===== config.mk =====
export PLATFORM = sky130hd
export DESIGN_NAME = fsm_c
export DESIGN_NICKNAME = d
export VERILOG_FILES = /design/src/rtl/fsm_c.sv
export SDC_FILE = /design/constraint.sdc
export NUM_CORES = 1
export LEC_CHECK = 0
export BUFFER_PORTS_ARGS = -buffer_cell sky130_fd_sc_hd__buf_2
export CAP_MARGIN = 20
export CELL_PAD_IN_SITES_DETAIL_PLACEMENT = 1
export CELL_PAD_IN_SITES_GLOBAL_PLACEMENT = 2
export CORE_AREA = 3 3 40 42
export CTS_BUF_LIST = sky130_fd_sc_hd__clkbuf_2 sky130_fd_sc_hd__clkbuf_4 sky130_fd_sc_hd__clkbuf_8
export CTS_CLUSTER_SIZE = 20
export DETAILED_ROUTE_END_ITERATION = 10
export DIE_AREA = 0 0 43 45
export PLACE_DENSITY_LB_ADDON = 0.1
export SKIP_CTS_REPAIR_TIMING = 1
export SYNTH_ARGS = -nofsm -noshare
export SYNTH_HDL_FRONTEND = slang
export SYNTH_SLANG_ARGS = --single-unit

===== constraint.sdc =====
create_clock -name CLK -period 2 [get_ports CLK]
set_input_delay 0.1 -clock CLK [delete_from_list [all_inputs] [get_ports CLK]]
set_output_delay 0.1 -clock CLK [all_outputs]
set_load 0.01 [all_outputs]

===== src/rtl/fsm_c.sv =====
// Mealy detector for the serial pattern 1101 with overlap; y_out is combinational
// from the current state and x_in, gated by the synchronous active-low Reset.
module fsm_c (
  input  logic CLK,
  input  logic Reset,
  input  logic x_in,
  output logic y_out
);

  typedef enum logic [1:0] {
    S0 = 2'b00,
    S1 = 2'b01,
    S2 = 2'b10,
    S3 = 2'b11
  } state_t;

  state_t state_q;
  state_t state_d;

  // State register; Reset is synchronous, so it only acts on a rising edge.
  always_ff @(posedge CLK) begin
    state_q <= state_d;
  end

  // Next-state and Mealy output; Reset low overrides any transition or match.
  always_comb begin
    state_d = S0;
    y_out   = 1'b0;
    if (!Reset) begin
      state_d = S0;
      y_out   = 1'b0;
    end else begin
      case (state_q)
        S0: state_d = x_in ? S1 : S0;
        S1: state_d = x_in ? S2 : S0;
        S2: state_d = x_in ? S2 : S3;
        S3: begin
          // A match's trailing 1 is kept as the prefix of the next pattern.
          state_d = x_in ? S1 : S0;
          y_out   = x_in;
        end
        default: state_d = S0;
      endcase
    end
  end

endmodule


==> results by group <==
Critical path
  • Crit start category: flip-flop
  • Setup CP Type: flip-flop to output port
  • Critical path data arrival time: between 1 and 1.5 ns
  • Reg2reg path depth: 4
  • Reg-to-Reg Start: state_q[0]
  • R2R Path End: state_q[0]
  • Max Fanout on Critical Path: 3
  • R2r setup slk: approximately 1 ns
  • Required time worst endpoint: approximately 1.9 ns
  • Critical Path End Type: output port

Synth
  • Number of synthesized register bits: 2
  • Seq/Total Area, Yosys: 32.00%
  • Cells after Synth: 12
  • Synth Warn #: 0
  • Syn nets: 18
  • Synth top area cells: dfxtp_1 (32%), ha_1 (30%), mux2i_1 (16%)
  • Top-area cell type share of the netlist area: between 30% and 40%
  • Mapped cell area: around 130 sq um
  • Count of cell types in the netlist: 6
  • Post-synth top area cell: dfxtp_1
  • Mean post-synth cell area: between 10 and 15 sq um

Global route
  • Grt ovf: 0
  • First-pass GRT wire length: approximately 480 um
  • Largest net degree at the start of global routing: 4
  • Vias in the first global route: roughly 120
  • Initial antenna violation count: 0
  • Tot GR Track Use: between 4 and 5%

Die
  • Initial Util: about a tenth
  • Ports: 4
  • FP Rows: 13
  • Die area: roughly 0.0019 sq mm
  • Die width: between 40 and 50 um
  • Core footprint: about 0.0013 sq mm
  • Die Ht: roughly 45 um

Final layout
  • Biggest register: state_q
  • Fill count: approximately 160
  • Top flop regs: state_q x2
  • Synth-to-layout area growth: 45.00%
  • Layout cells sized above 1: around 39%
  • Non-Filler Cell Area, Final: between 150 and 200 sq um
  • Final nets: 26
  • Max FFs per register: 2
  • N_diodes: 0

Worst hold path
  • Hold crit path type: input port to flip-flop
  • Hold Crit Start: Reset
  • Hold path depth: 2
  • Hold EP: state_q[0]

Drt
  • Post-route DRC: 0
  • Length of the first detailed-routing pass in iterations: 1
  • DRT iter0 DRCs: 0
  • Via count: between 90 and 100
  • Post-DR wirelength/cell: 8.333 um
  • Vias per inst: 2.970
  • Post-DRT Antenna Nets: 0
  • Drt total wl: between 200 and 300 um

Timing
  • Fmax: between 0.8 and 0.9 GHz
  • Clock skew: ~0.00044 ns
  • Slew headroom: about nine tenths
  • Final Hold Viols: 0
  • Worst-Margin Slew: between 0.1 and 0.15 ns
  • Period Utilization, post-route: roughly 58%
  • # setup viols final: 0
  • RSZ-0062 raised after global routing: no
  • Smallest setup slack after layout: 0.8450 ns
  • Max Slew Vio Count: 0
  • Fin Setup TNS: 0 ns
  • Post-layout min period: between 1 and 1.5 ns

Clock tree
  • CTS max path bufs: 2
  • CTS tree: yes
  • CTS root buffer: clkbuf_4
  • Clock sink count: 2
  • Inserted Clock Buffers: 3
  • H-Tree Depth: 1
  • Clock transition at path regs: approximately 0.03 ns
  • Worst-Skew Late Latency: approximately 0.22 ns

Power and ir drop
  • VDD IR max: ~0.17 mV
  • Power Dens Cells: 817.2 mW/mm^2
  • Leak: 0.00008924 uW
  • Tot Pwr: 148.3 uW

Run
  • Max_cap viols: 0

Placement
  • Final HPWL DP: between 200 and 250 um
  • Port bufs: 3
  • Place WS: approximately 0.97 ns
  • Area after DPL: 158.9 sq um
  • GP Congestion: about 0.64

Run status
  • Outcome: completed
==> metrics by stage <==
step | hold slack, ns | std cells | util, %
after floorplan | 0.2282 | 12 | -
after global placement | 0.3553 | 30 | 12.37
after detailed placement | 0.3490 | 30 | 12.37
after CTS | 0.1130 | 33 | 14.12
after global routing | 0.1369 | 33 | 14.12
final | 0.1296 | 33 | 14.12
==> placed cells by master (no fill, tap or decap) <==
master / n
ha_1: 3
mux2i_1: 2
dfxtp_1: 2
inv_1: 2
clkbuf_4: 3
buf_2: 3
and3_2: 1
nor2b_1: 2
==> layout make-up <==
type | count | area, sq um | area share, %
clock buffer | 3 | 22.52 | 12.41
inverter | 2 | 7.507 | 4.138
multi-input combinational | 8 | 77.57 | 42.76
sequential | 2 | 40.04 | 22.07
tap | 15 | 18.77 | 10.34
timing repair buffer | 3 | 15.01 | 8.276
==> cell families (layout without fill, tap and decap cells) <==
kind of cell | Yosys count | in the layout | share of synthesized area [%]
adder cells (fa/ha/maj) | 3 | 3 | 30.00
buffers and inverters | 2 | 8 | 6.002
flip-flops | 2 | 2 | 32.00
multiplexers | 2 | 2 | 16.00
AND/OR/NAND/NOR | 3 | 3 | 16.00
==> where the power goes <==
part           total, uW  switching, uW  internal, uW
logic               14.2           6.51          7.73
registers           46.1           2.84          43.3
clock network       87.9           21.8          66.1
total                148           31.2           117
==> synth_stat cells, drive strengths merged <==
cell   instances
inv            2
ha             3
and3           1
mux2i          2
dfxtp          2
nor2b          2
==> routing by layer <==
layer | part of all wire [%] | vias up | GRT usage (%)
met1 | 47 | 44 | 3.828
met3 | 4.7 | 0 | 2.390
met2 | 48 | 3 | 4.491
met5 | 0 | - | 0
li1 | - | 51 | -
met4 | 0 | 0 | 7.229
==> worst max-delay path, cell delays in order, from the launching register on <==
cell and delay [ns]:
dfxtp_1 0.32, ha_1 0.19, and3_2 0.19, buf_2 0.13
==> worst max-delay path by stage <==
stage,startpoint,to,cells after the start
global placement,state_q[0],state_q[0],4
floorplan,state_q[0],state_q[0],4
global route,state_q[0],y_out,3
CTS,state_q[0],y_out,3
finish,state_q[0],y_out,3
detailed placement,state_q[0],state_q[0],4
No activity file was read; power rests on OpenSTA's default activity.
